## src/rtl/mem_arbiter.sv

```systemverilog
// mem_arbiter: shares one single-port memory between an instruction-fetch
// port and a data port. Sub-word stores are done as read-modify-write.
// Every output comes straight from a register.
//
// Ports
//   clk, reset                  clock and synchronous active-high reset
//   i_req/i_addr                fetch request (read only)
//   i_rdata/i_ack               fetch result word and its completion pulse
//   d_req/d_we/d_addr/
//   d_wdata/d_mask              data request; mask 00=byte, 01=half, 1x=word
//   d_rdata/d_ack               raw loaded word and its completion pulse
//   m_addr/m_wdata/m_we/m_re    memory command (m_addr is word aligned)
//   m_rdata                     memory read data, valid the cycle after m_re
//   busy                        high whenever the FSM is not in IDLE
//
// Build option
//   MEM_ARB_FAIR_EN  when defined, a tie goes to the port not granted last;
//                    otherwise the data port always wins a tie.
module mem_arbiter #(
  parameter int unsigned AW = 32
) (
  input  logic          clk,
  input  logic          reset,
  input  logic          i_req,
  input  logic [AW-1:0] i_addr,
  output logic [31:0]   i_rdata,
  output logic          i_ack,
  input  logic          d_req,
  input  logic          d_we,
  input  logic [AW-1:0] d_addr,
  input  logic [31:0]   d_wdata,
  input  logic [1:0]    d_mask,
  output logic [31:0]   d_rdata,
  output logic          d_ack,
  output logic [AW-1:0] m_addr,
  output logic [31:0]   m_wdata,
  output logic          m_we,
  output logic          m_re,
  input  logic [31:0]   m_rdata,
  output logic          busy
);

  localparam logic [2:0] IDLE = 3'd0;
  localparam logic [2:0] RD   = 3'd1;
  localparam logic [2:0] CAP  = 3'd2;
  localparam logic [2:0] MRG  = 3'd3;
  localparam logic [2:0] WR   = 3'd4;
  localparam logic [2:0] ACK  = 3'd5;

  logic [2:0]    state_q, state_d;
  logic          port_q, port_d;      // 1 = data port owns the transaction
  logic          we_q, we_d;
  logic          half_q, half_d;      // sub-word store size: 1 = half, 0 = byte
  logic [1:0]    lo_q, lo_d;          // byte lane of the granted address
  logic [15:0]   wdata_q, wdata_d;    // low store data kept for the merge
  logic [31:0]   rbuf_q, rbuf_d;      // readback word for read-modify-write
  logic [AW-1:0] m_addr_q, m_addr_d;
  logic [31:0]   m_wdata_q, m_wdata_d;
  logic          m_we_q, m_we_d;
  logic          m_re_q, m_re_d;
  logic          i_ack_q, i_ack_d;
  logic          d_ack_q, d_ack_d;
  logic [31:0]   i_rdata_q, i_rdata_d;
  logic [31:0]   d_rdata_q, d_rdata_d;
  logic          busy_q, busy_d;
  logic          pick_d;              // arbitration result in IDLE
  logic [31:0]   merged_c;

`ifdef MEM_ARB_FAIR_EN
  logic          last_i_q, last_i_d;  // 1 = fetch port was granted last
`endif

  // Replace the addressed lane(s) of the readback word with the store data.
  always_comb begin
    merged_c = rbuf_q;
    if (half_q) begin
      if (lo_q[1]) merged_c[31:16] = wdata_q;
      else         merged_c[15:0]  = wdata_q;
    end else begin
      case (lo_q)
        2'd0:    merged_c[7:0]   = wdata_q[7:0];
        2'd1:    merged_c[15:8]  = wdata_q[7:0];
        2'd2:    merged_c[23:16] = wdata_q[7:0];
        default: merged_c[31:24] = wdata_q[7:0];
      endcase
    end
  end

  // Next-state and next-output logic.
  always_comb begin
    state_d   = state_q;
    port_d    = port_q;
    we_d      = we_q;
    half_d    = half_q;
    lo_d      = lo_q;
    wdata_d   = wdata_q;
    rbuf_d    = rbuf_q;
    m_addr_d  = m_addr_q;
    m_wdata_d = m_wdata_q;
    i_rdata_d = i_rdata_q;
    d_rdata_d = d_rdata_q;
    pick_d    = 1'b0;
`ifdef MEM_ARB_FAIR_EN
    last_i_d  = last_i_q;
`endif

    case (state_q)
      IDLE: begin
        if (i_req || d_req) begin
          pick_d = d_req;
`ifdef MEM_ARB_FAIR_EN
          // On a tie, favour the port that lost last time.
          if (i_req && d_req) pick_d = last_i_q;
          last_i_d = ~pick_d;
`endif
          port_d = pick_d;
          if (pick_d) begin
            we_d     = d_we;
            half_d   = d_mask[0];
            lo_d     = d_addr[1:0];
            wdata_d  = d_wdata[15:0];
            m_addr_d = {d_addr[AW-1:2], 2'b00};
          end else begin
            we_d     = 1'b0;
            half_d   = 1'b0;
            lo_d     = i_addr[1:0];
            m_addr_d = {i_addr[AW-1:2], 2'b00};
          end
          // Word stores skip the readback entirely.
          if (pick_d && d_we && d_mask[1]) begin
            state_d   = WR;
            m_wdata_d = d_wdata;
          end else begin
            state_d = RD;
          end
        end
      end
      RD: state_d = CAP;
      CAP: begin
        rbuf_d = m_rdata;
        if (!port_q)    i_rdata_d = m_rdata;
        else if (!we_q) d_rdata_d = m_rdata;
        // Only sub-word stores reach CAP with we set.
        state_d = we_q ? MRG : ACK;
      end
      MRG: begin
        m_wdata_d = merged_c;
        state_d   = WR;
      end
      WR:      state_d = ACK;
      ACK:     state_d = IDLE;
      default: state_d = IDLE;
    endcase

    // Strobes and acks are decoded from the next state so they line up
    // with the state register.
    m_re_d  = (state_d == RD);
    m_we_d  = (state_d == WR);
    busy_d  = (state_d != IDLE);
    i_ack_d = (state_d == ACK) && !port_d;
    d_ack_d = (state_d == ACK) && port_d;
  end

  // State and output registers.
  always_ff @(posedge clk) begin
    if (reset) begin
      state_q   <= IDLE;
      port_q    <= 1'b0;
      we_q      <= 1'b0;
      half_q    <= 1'b0;
      lo_q      <= 2'd0;
      wdata_q   <= 16'd0;
      rbuf_q    <= 32'd0;
      m_addr_q  <= '0;
      m_wdata_q <= 32'd0;
      m_we_q    <= 1'b0;
      m_re_q    <= 1'b0;
      i_ack_q   <= 1'b0;
      d_ack_q   <= 1'b0;
      i_rdata_q <= 32'd0;
      d_rdata_q <= 32'd0;
      busy_q    <= 1'b0;
`ifdef MEM_ARB_FAIR_EN
      last_i_q  <= 1'b0;
`endif
    end else begin
      state_q   <= state_d;
      port_q    <= port_d;
      we_q      <= we_d;
      half_q    <= half_d;
      lo_q      <= lo_d;
      wdata_q   <= wdata_d;
      rbuf_q    <= rbuf_d;
      m_addr_q  <= m_addr_d;
      m_wdata_q <= m_wdata_d;
      m_we_q    <= m_we_d;
      m_re_q    <= m_re_d;
      i_ack_q   <= i_ack_d;
      d_ack_q   <= d_ack_d;
      i_rdata_q <= i_rdata_d;
      d_rdata_q <= d_rdata_d;
      busy_q    <= busy_d;
`ifdef MEM_ARB_FAIR_EN
      last_i_q  <= last_i_d;
`endif
    end
  end

  assign i_rdata = i_rdata_q;
  assign i_ack   = i_ack_q;
  assign d_rdata = d_rdata_q;
  assign d_ack   = d_ack_q;
  assign m_addr  = m_addr_q;
  assign m_wdata = m_wdata_q;
  assign m_we    = m_we_q;
  assign m_re    = m_re_q;
  assign busy    = busy_q;

endmodule

```

## config.mk

```make
export PLATFORM = sky130hd
export DESIGN_NAME = mem_arbiter
export DESIGN_NICKNAME = d
export VERILOG_FILES = /design/src/rtl/mem_arbiter.sv
export SDC_FILE = /design/constraint.sdc
export NUM_CORES = 1
export LEC_CHECK = 0
export CAP_MARGIN = 20
export CORE_MARGIN = 2
export CORE_UTILIZATION = 40
export DETAILED_ROUTE_END_ITERATION = 10
export GPL_ROUTABILITY_DRIVEN = 0
export GPL_TIMING_DRIVEN = 1
export PLACE_DENSITY = 0.73
export SLEW_MARGIN = 5
export SYNTH_ARGS = -nofsm -noshare
export SYNTH_HDL_FRONTEND = slang
export SYNTH_SLANG_ARGS = --single-unit
```

## constraint.sdc

```tcl
create_clock -name clk -period 2.35 [get_ports clk]
set_input_delay 0.5875 -clock clk [delete_from_list [all_inputs] [get_ports clk]]
set_output_delay 0.5875 -clock clk [all_outputs]
set_load 0.02 [all_outputs]
```

==> results of run 1 <==
==> flip-flops by register name, indices dropped and copies added (netlist names) <==
name and count:
wdata_q 16, i_rdata 32, state_q 3, rbuf_q 32, port_q 1, half_q 1
m_we 1, busy 1, lo_q 2, m_re 1, i_ack 1, we_q 1
m_wdata 32, d_rdata 32, d_ack 1, m_addr 30
==> cell usage after synthesis (2+ instances only) <==
master,number,area share
clkbuf_1,40,0.020
nor2b_1,5,0.0042
a22oi_1,18,0.018
nor2_1,49,0.024
buf_4,4,0.0040
and2_1,3,0.0025
nand3b_1,2,0.0020
buf_6,3,0.0045
a21oi_1,144,0.096
o21ai_0,17,0.011
nand2_1,237,0.12
mux2i_1,59,0.079
a211oi_1,39,0.039
a31oi_1,3,0.0025
dfxtp_1,187,0.50
a221oi_1,21,0.024
nand2b_1,11,0.0092
buf_2,17,0.011
buf_1,11,0.0055
nor4_1,6,0.0050
nor3_1,8,0.0053
==> power by group through the flow <==
stage,sequential [uW],clock (uW),combinational (uW)
after floorplan,3750,0,622
after detailed placement,3620,0,1530
after global placement,3610,0,1520
after CTS,3550,3000,1540
final,3550,2960,1530
after global routing,3570,3130,1660
==> cell type report <==
cell class | count | share of cell area
clock buffers | 21 | 0.0419
clock inverters | 11 | 0.0130
multi-input cells | 636 | 0.314
flip-flops and latches | 187 | 0.341
well taps | 234 | 0.0267
repair buffers | 286 | 0.264
==> worst paths after layout <==
path	start	end	slack (ps)	depth (start not counted)
setup / recovery	m_wdata[20]	m_wdata[20]	330	1
hold / removal	d_rdata[1]	d_rdata[1]	450	2
setup reg to reg	state_q[1]	d_rdata[29]	390	5
hold reg to reg	d_rdata[1]	d_rdata[1]	450	2
==> cells in the final DEF, fill, tap and decap left out, types with 3 or more instances in the layout <==
cell / synthesis / final
clkdlybuf4s50_1: 0 / 263
and2_1: 3 / 3
a22oi_1: 18 / 18
clkinv_2: 0 / 4
nor2b_1: 5 / 3
bufinv_16: 0 / 3
nand2b_1: 11 / 11
buf_4: 4 / 14
nor3_1: 8 / 8
a211oi_1: 39 / 39
dfxtp_1: 187 / 187
buf_12: 0 / 7
nor2_1: 49 / 48
o21ai_0: 17 / 17
nand2_1: 237 / 237
mux2i_1: 59 / 59
a21oi_1: 144 / 144
a221oi_1: 21 / 21
a31oi_1: 3 / 3
clkbuf_16: 0 / 17
nor4_1: 6 / 6
==> logic make-up after synthesis <==
group | count (synthesis) | synth area share
AND/OR/NAND/NOR | 329 | 0.182
other | 1 | 0.000499
AO/OA/AOI/OAI | 246 | 0.195
flip-flops | 187 | 0.499
buffers and inverters | 75 | 0.0453
multiplexers | 59 | 0.0787
==> metrics by stage <==
stage / cell area, sq um / cells / power (uW) / util / hold WS, ps
final: 11000 / 1375 / 8040 / 0.591 / 454
after global routing: 11000 / 1375 / 8360 / 0.591 / 474
after CTS: 11000 / 1375 / 8090 / 0.591 / 455
after detailed placement: 10400 / 1343 / 5150 / 0.559 / 446
after global placement: 10400 / 1343 / 5130 / 0.559 / 440
after floorplan: 7510 / 898 / 4370 / - / 433
==> per-layer routing <==
metal	track usage	part of all wire	wire length, um
met4	0.0584	0.014	318
met1	0.316	0.44	10300
met3	0.0530	0.056	1310
met5	0	0	0
met2	0.378	0.49	11500
==> out/qor.yml, run 1 <==
power:
  power.share.clock: 0.368
  power_density_nw_per_um2: 732
  p_int_uw: 5840
  swShare: 0.273
  combPwrFrac: 0.190
  p_seq_frac: 0.442
  leakage_uw: 0.00398
  p_sw_uw: 2190
  ir_drop_v: 0.000524
timing:
  drv_slew: 0
  finalWorstSetupSlack_ps: 334
  worst_slew_pin_slew_ps: 657
  period_minus_slack_ps: 2020
  relSlewSlack: 0.561
  tns_ps: 0
  fmax_mhz: 496
  rsz0062_at_grt: "no"
  post-route-period-util: 0.858
  finClkSkew_ps: 8.72
  hold_violations: 0
  setup_viol: 0
die:
  core_region_area_sq_um: 18600
  die_w_um: 141
  ios: 268
  rows: 50
  dieHeight_um: 141
  die_area_sq_um: 19900
  initial_utilization: 0.404
yosys:
  synth_edf_count: 0
  synth_ff_type: "dfxtp_1"
  syn_avg_cell_area_sq_um: 8.37
  synthArstFlopShare: 0
  ys_seq_area_frac: 0.499
  synth-seq-cells: 187
  synth_cell_types: 34
  synth_warnings: 0
  syn_inst: 897
  netlist_area_sq_um: 7510
critical_path:
  path_cells: "clkdlybuf4s50_1"
  path_class: "reg -> out"
  worst_setup_path_end_kind: "output pin"
  cp_data_arrival_time_ps: 1430
  start_kind: "register"
  crit_required_ps: 1760
  crit_family: "buffers and inverters"
  max_stage_delay_ps: 640
  cp_num_buf_inv: 1
  worstPathMaxFanout: 2
  cp_slowest_cell: "clkdlybuf4s50_1"
cells_and_area:
  final.fill_count: 1626
  syn_to_final_growth_pct: 46.2
  multi_input_area_sq_um: 3450
  diodes: 0
  drive_above_1_share: 0.0517
  seq_area_sq_um: 3740
  layout.nets: 1263
clock_tree:
  clock-sinks: 187
  cts_tree: "yes"
  cts_resized: 0
  post_cts_buffers: 0
  hold_buffers: 0
  cts.reportedPaths.clkPinSlew_ps: 70
  clkLatencyLatePin_ps: 430
  clockRootBuffer: "clkbuf_16"
  htree_levels: 4
  clockBufferDepth: 2
  cts_buffers: 17
global_routing:
  grt_pass1_vias: 6711
  antenna_found_initial: 1
  gr-usage-all-layers: 0.233
  grt_pass1_wl_um: 36800
  grt_max_degree: 65
  gr-total-overflow: 0
min_path:
  min_path_type: "reg -> reg"
detailed_routing:
  viasPerCell: 5.20
  detail_route.wl_per_cell_um: 17.1
  vias: 7152
  routed_wl_um: 23500
  first_pass_iters: 5
  ant_nets: 0
  drtIter0Drc: 558
  drc_errors: 0
job:
  max_cap_viol_count: 0
outcome:
  status: "completed"
placement:
  post-dp-hpwl_um: 16700
  post-place-ws_ps: 148
  port_buffers: 265
(Power assumes the default switching activity.)
==> run 2: changes to the inputs <==
--- a/config.mk
+++ b/config.mk
@@ -8,6 +8,7 @@
 export CAP_MARGIN = 20
 export CORE_MARGIN = 2
 export CORE_UTILIZATION = 40
+export CTS_CLUSTER_DIAMETER = 80
 export DETAILED_ROUTE_END_ITERATION = 10
 export GPL_ROUTABILITY_DRIVEN = 0
 export GPL_TIMING_DRIVEN = 1
==> results of run 2 <==
Same layout as run 1: the final DEF is identical, and so are final timing and power.
==> run 3: changes to the inputs <==
--- a/config.mk
+++ b/config.mk
@@ -10,7 +10,6 @@
 export CORE_UTILIZATION = 40
 export CTS_CLUSTER_DIAMETER = 80
 export DETAILED_ROUTE_END_ITERATION = 10
-export GPL_ROUTABILITY_DRIVEN = 0
 export GPL_TIMING_DRIVEN = 1
 export PLACE_DENSITY = 0.73
 export SLEW_MARGIN = 5
==> results of run 3 <==
Same layout as run 1: the final DEF is identical, and so are final timing and power.
